`src/rtl/ball_pkg.sv`:
```
// ball_pkg: shared defaults, FSM state encoding and obstacle record
// for the ball_collision scanner.
package ball_pkg;

  localparam int COORD_W_DEF = 10;
  localparam int NUM_OBS_DEF = 8;

  typedef enum logic [1:0] {
    IDLE,
    FETCH,
    CHECK,
    DONE
  } state_t;

  typedef struct packed {
    logic [COORD_W_DEF-1:0] x;
    logic [COORD_W_DEF-1:0] y;
    logic [COORD_W_DEF-1:0] w;
    logic [COORD_W_DEF-1:0] h;
    logic                   active;
  } obs_t;

endpackage

```
`src/rtl/box_overlap.sv`:
```
// box_overlap: combinational ball-box vs obstacle-box intersection,
// inclusive edges, one bit of headroom so upper edges never wrap.
module box_overlap #(
  parameter int COORD_W = 10
) (
  input  logic [COORD_W-1:0] i_cx,
  input  logic [COORD_W-1:0] i_cy,
  input  logic [COORD_W-1:0] i_s,
  input  logic [COORD_W-1:0] i_ox,
  input  logic [COORD_W-1:0] i_oy,
  input  logic [COORD_W-1:0] i_ow,
  input  logic [COORD_W-1:0] i_oh,
  input  logic               i_act,
  output logic               o_hit
);

  localparam int EW = COORD_W + 1;

  logic [EW-1:0] w_xlo, w_xhi, w_ylo, w_yhi;
  logic [EW-1:0] w_oxlo, w_oxhi, w_oylo, w_oyhi;
  logic          w_valid, w_xov, w_yov;

  // Ball low edge clamps at 0 instead of wrapping
  assign w_xlo  = (i_cx < i_s) ? '0 : {1'b0, i_cx} - {1'b0, i_s};
  assign w_ylo  = (i_cy < i_s) ? '0 : {1'b0, i_cy} - {1'b0, i_s};
  assign w_xhi  = {1'b0, i_cx} + {1'b0, i_s};
  assign w_yhi  = {1'b0, i_cy} + {1'b0, i_s};

  assign w_oxlo = {1'b0, i_ox};
  assign w_oylo = {1'b0, i_oy};
  assign w_oxhi = {1'b0, i_ox} + {1'b0, i_ow} - EW'(1);
  assign w_oyhi = {1'b0, i_oy} + {1'b0, i_oh} - EW'(1);

  assign w_valid = i_act && (|i_ow) && (|i_oh);
  assign w_xov   = (w_xlo <= w_oxhi) && (w_xhi >= w_oxlo);
  assign w_yov   = (w_ylo <= w_oyhi) && (w_yhi >= w_oylo);
  assign o_hit   = w_valid && w_xov && w_yov;

endmodule

```
`src/rtl/ball_collision.sv`:
```
// ball_collision: per-frame scan of the obstacle table against both balls.
// Define BALL_COLLISION_HIT_COUNT_EN to build the saturating hit counter.
module ball_collision
  import ball_pkg::*;
#(
  parameter int NUM_OBS = NUM_OBS_DEF,
  parameter int COORD_W = COORD_W_DEF
) (
  input  logic                       Clk,
  input  logic                       Reset,
  input  logic                       frame_start,
  input  logic [COORD_W-1:0]         RedX,
  input  logic [COORD_W-1:0]         RedY,
  input  logic [COORD_W-1:0]         BlueX,
  input  logic [COORD_W-1:0]         BlueY,
  input  logic [COORD_W-1:0]         BallS,
  output logic [$clog2(NUM_OBS)-1:0] obs_addr,
  output logic                       obs_rd,
  input  logic [COORD_W-1:0]         obs_x,
  input  logic [COORD_W-1:0]         obs_y,
  input  logic [COORD_W-1:0]         obs_w,
  input  logic [COORD_W-1:0]         obs_h,
  input  logic                       obs_active,
  output logic                       scan_done,
  output logic                       red_hit,
  output logic                       blue_hit,
  output logic                       game_over,
  output logic [7:0]                 hit_count
);

  localparam int AW = $clog2(NUM_OBS);

  state_t             r_state;
  logic [COORD_W-1:0] r_rx, r_ry, r_bx, r_by, r_s;
  logic [AW-1:0]      r_addr;
  logic               r_rd, r_done;
  logic               r_racc, r_bacc;
  logic               r_rhit, r_bhit, r_go;
  logic               w_rhit, w_bhit, w_last;

  box_overlap #(.COORD_W(COORD_W)) u_red (
    .i_cx(r_rx), .i_cy(r_ry), .i_s(r_s),
    .i_ox(obs_x), .i_oy(obs_y),
    .i_ow(obs_w), .i_oh(obs_h),
    .i_act(obs_active), .o_hit(w_rhit)
  );

  box_overlap #(.COORD_W(COORD_W)) u_blue (
    .i_cx(r_bx), .i_cy(r_by), .i_s(r_s),
    .i_ox(obs_x), .i_oy(obs_y),
    .i_ow(obs_w), .i_oh(obs_h),
    .i_act(obs_active), .o_hit(w_bhit)
  );

  assign w_last = (r_addr == AW'(NUM_OBS - 1));

  always_ff @(posedge Clk) begin
    if (Reset) begin
      r_state <= IDLE;
      r_rx    <= '0;
      r_ry    <= '0;
      r_bx    <= '0;
      r_by    <= '0;
      r_s     <= '0;
      r_addr  <= '0;
      r_rd    <= 1'b0;
      r_done  <= 1'b0;
      r_racc  <= 1'b0;
      r_bacc  <= 1'b0;
      r_rhit  <= 1'b0;
      r_bhit  <= 1'b0;
      r_go    <= 1'b0;
    end else begin
      r_done <= 1'b0;
      unique case (r_state)
        IDLE: begin
          if (frame_start) begin
            r_rx    <= RedX;
            r_ry    <= RedY;
            r_bx    <= BlueX;
            r_by    <= BlueY;
            r_s     <= BallS;
            r_addr  <= '0;
            r_racc  <= 1'b0;
            r_bacc  <= 1'b0;
            r_rd    <= 1'b1;
            r_state <= FETCH;
          end
        end
        FETCH: begin
          r_rd    <= 1'b0;
          r_state <= CHECK;
        end
        CHECK: begin
          r_racc <= r_racc | w_rhit;
          r_bacc <= r_bacc | w_bhit;
          if (w_last) begin
            // Results land with the scan_done pulse
            r_done  <= 1'b1;
            r_rhit  <= r_racc | w_rhit;
            r_bhit  <= r_bacc | w_bhit;
            r_go    <= r_go | r_racc | w_rhit
                            | r_bacc | w_bhit;
            r_state <= DONE;
          end else begin
            r_addr  <= r_addr + 1'b1;
            r_rd    <= 1'b1;
            r_state <= FETCH;
          end
        end
        DONE: begin
          r_state <= IDLE;
        end
      endcase
    end
  end

`ifdef BALL_COLLISION_HIT_COUNT_EN
  logic [7:0] r_cnt;
  logic       w_any;

  assign w_any = r_racc | r_bacc | w_rhit | w_bhit;

  always_ff @(posedge Clk) begin
    if (Reset) begin
      r_cnt <= '0;
    end else if (r_state == CHECK && w_last && w_any) begin
      r_cnt <= r_cnt + {7'd0, (r_cnt != 8'hFF)};
    end
  end

  assign hit_count = r_cnt;
`else
  assign hit_count = 8'd0;
`endif

  assign obs_addr  = r_addr;
  assign obs_rd    = r_rd;
  assign scan_done = r_done;
  assign red_hit   = r_rhit;
  assign blue_hit  = r_bhit;
  assign game_over = r_go;

endmodule

```
`config.mk`:
```
export PLATFORM = sky130hd
export DESIGN_NAME = ball_collision
export DESIGN_NICKNAME = d
export VERILOG_FILES = /design/src/rtl/ball_pkg.sv /design/src/rtl/box_overlap.sv /design/src/rtl/ball_collision.sv
export SDC_FILE = /design/constraint.sdc
export NUM_CORES = 1
export LEC_CHECK = 0
export CAP_MARGIN = 20
export CORE_AREA = 2 2 131 133
export DETAILED_ROUTE_END_ITERATION = 8
export DIE_AREA = 0 0 133 135
export DONT_BUFFER_PORTS = 1
export GPL_ROUTABILITY_DRIVEN = 0
export PLACE_DENSITY = 0.82
export SYNTH_ARGS = -nofsm -noshare
export SYNTH_HDL_FRONTEND = slang
export SYNTH_SLANG_ARGS = --single-unit
```
`constraint.sdc`:
```
create_clock -name Clk -period 4.12 [get_ports Clk]
set_input_delay 0.412 -clock Clk [delete_from_list [all_inputs] [get_ports Clk]]
set_output_delay 0.412 -clock Clk [all_outputs]
set_load 0.01 [all_outputs]
```
==> results.md <==
* Initial Util at 54.2%
* Mapped cell area at 8890 um^2
* DRC Markers at 0
* Post-DP HPWL at about 18 mm
* GRT overflow at 0
* NumNets Final at ~1500
* Outcome: completed
* Chip Height at about 140 um
* Avg Inst Size Synth at ~7.5 um^2
* Hold_buf cts at 0
* Post-Synthesis Cells at between 1000 and 1500
* Vias at between 8000 and 9000
* Hold Fails Final Rpt at 0
* YS warnings at 0
* Power Dens Cells at roughly 320 nW/um^2
* CTS tree: yes
* Final Setup Violations at 0
* Vias in the first global route at 7905
* Async SR Flop Fraction at 0%
* Number of flops mapped to enable cells by yosys at 0
* Library cells used by synthesis at 65
* Fill count at 1456
* CTS Root Cell: clkbuf_16
* Final core occ at roughly three fifths
* Most instantiated cells after synthesis: 204 x ha_1, 153 x inv_1, 137 x nand2_1
* Share of cells above drive strength 1 at under 10%
* FF-to-FF Start: r_s[1]
* WS Path Type: reg2reg
* Reg-to-reg slack, setup at 0.18 ns
* Clk slew on worst S/H paths at 0.06 ns
* Critical-path top delay cell: dfxtp_1
* Yosys top cell area share at 28.7%
* CP peak stage delay at approximately 0.37 ns
* Clock Latency Late Sink at 0.34 ns
* H-tree depth at 3
* Clock Skew at ~0.0092 ns
* Final Slew Violations at 0
* Main synth FF type: dfxtp_1
* Max Root-Sink Buffers at 2
* Worst endpoint required time at about 4.4 ns
* Initial antenna violation count at 0
* FF/Latch Area at 1240 um^2
* Peak VDD IR at between 0.0002 and 0.0003 V
* Rows at 47
* Max-slew headroom at around 35%
* Worst r2r path cells at 19
* Area Overhead vs Synth at 7.40%
* Worst-margin pin slew at slightly below 1 ns
* Count leader, synth: ha_1
* Hold Path Depth at 1
* Total global routing track utilization at between 20% and 30%
* Antenna cells at 0
* Cell repeated most along the worst path: a21oi_2
* Period utilization at between 90% and 100%
* Pleak at about 4.7 nW
* CP endpoint kind: flop
* Detailed Routing Iterations Pass 1 at 6
* PortBufs at 0
* HP Class: in2reg
* Synth Register Bits at between 60 and 70
* Setup crit start kind: flop
* Die W at between 100 and 150 um
* Final cell count without fillers at around 1400
* Largest net degree at the start of global routing at 63
* Min-Delay Startpoint: Reset
* Final WL at 23.0 mm
* Leading post-synthesis cells by cell area: ha_1 29%, dfxtp_1 14%, a21oi_1 6.8%
* IO Count at 110
* CTS Sinks at 62
* Area of the multi-input gates at approximately 7000 um^2
* Critical Path AT at ~4.2 ns
* Area leader, netlist: ha_1
* Die Footprint at between 15000 and 20000 um^2
* Antenna-violating nets left at 0
* R2r endpoint: game_over
* Worst-path cell chain: clkinvlp_4 > ha_1 > nor2b_1 > o21ai_1 > a21oi_2 > o21ai_2 > buf_4 > a21oi_2 > a211oi_2 > buf_4 > nor3_1 > ha_1 > o21ai_1 > a21oi_1 > o31ai_1 > a21oi_2 > nor4_4 > a211oi_1 > a211oi_2
* Top fanout value on the critical path at 8
* Number of CTS-inserted buffers at 9
* Vias per std cell at approximately 5.8
* Post-synthesis sequential area ratio at 14.0%
* Min cycle time layout at about 3.9 ns
* Iteration-0 DRC Markers at around 640
* Max-cap violations at 0
* Core box area at between 15000 and 20000 um^2
* First-pass GRT wire length at around 38 mm
* Wirelength per Cell at between 15 and 20 um
* F_max at 0.254 GHz
* Cell count after placement at 1389
* Hold Path Sink: r_state[1]
[critical path: cells and delay by family, from the launching register on]
family,cells,cell delay [ns]
buf+inv,3,0.54
compound gates,11,1.84
simple gates,3,0.48
fa+ha+maj,2,0.61
flops,1,0.37
[layout make-up]
type | count | share of cell area [%]
clock buffer | 10 | 2.50
tap | 220 | 2.88
clock inverter | 6 | 0.720
multi-input combinational | 941 | 73.5
inverter | 154 | 6.09
timing repair buffer | 16 | 1.26
sequential | 62 | 13.0
[repair_timing]
action,in CTS,in global routing
pin swaps,0,3
setup endpoints to repair,1,5
resized for setup,2,19
buffers inserted,0,4
[worst max path at each step]
stage                        start   endpoint  slack [ns]  cells past startpoint
after global routing        r_s[1]    red_hit     -0.0002                     18
after detailed placement  obs_x[1]  game_over       -0.09                     19
after global placement    obs_y[1]   blue_hit       -0.06                     21
after CTS                   r_s[1]  game_over        0.03                     17
final                       r_s[1]  game_over        0.18                     19
after floorplan             r_s[1]   blue_hit        0.28                     16
[layout by cell type, fill, tap and decap left out, drive strengths merged, types with 20 or more instances in the layout]
cell type  instances
ha               204
inv              154
nand2b            20
xnor2             35
dfxtp             62
o21ai             44
a21oi            121
nor2              81
nor3              39
nand2            137
[logic make-up (layout without fill, tap and decap cells)]
logic type	Yosys count	after routing	synth area share (%)
flops	62	62	14.0
fa+ha+maj	214	214	30.9
buf+inv	193	186	8.48
compound gates	281	281	20.6
simple gates	385	385	20.7
mux	1	1	0.113
xor+xnor	52	52	5.12
other cells	1	8	0.0422
[per-stage QoR]
step                      worst slack, ns  instance area (um^2)  setup TNS [ns]  power [mW]  hold WS [ns]
after floorplan                     0.277                  8920               0        1.87         0.454
after global placement            -0.0558                  9110          -0.104        2.16         0.464
after detailed placement          -0.0859                  9110          -0.198        2.21         0.469
after CTS                          0.0328                  9430               0        3.00         0.132
after global routing            -0.000221                  9550       -0.000221        3.32         0.125
final                               0.183                  9550               0        3.07         0.134
[sequential cells by signal, summed over array words and instances, names as in the netlist, 2 cells and up]
register,flops
r_state,2
obs_addr,3
r_bx,10
r_ry,10
r_by,10
r_s,10
r_rx,10
[where the power goes]
part           internal [mW]  switching, mW
Clock                  0.487          0.291
Sequential             0.633         0.0394
Combinational          0.678          0.940
Total                   1.80           1.27
[per-layer routing]
metal,track usage [%],vias to the layer above,wire length [um]
met1,33.8,3747,10200
met4,6.57,0,495
met5,0,-,0
met2,42.8,302,10400
li1,-,4089,-
met3,5.59,46,1880
(Power assumes the default switching activity.)
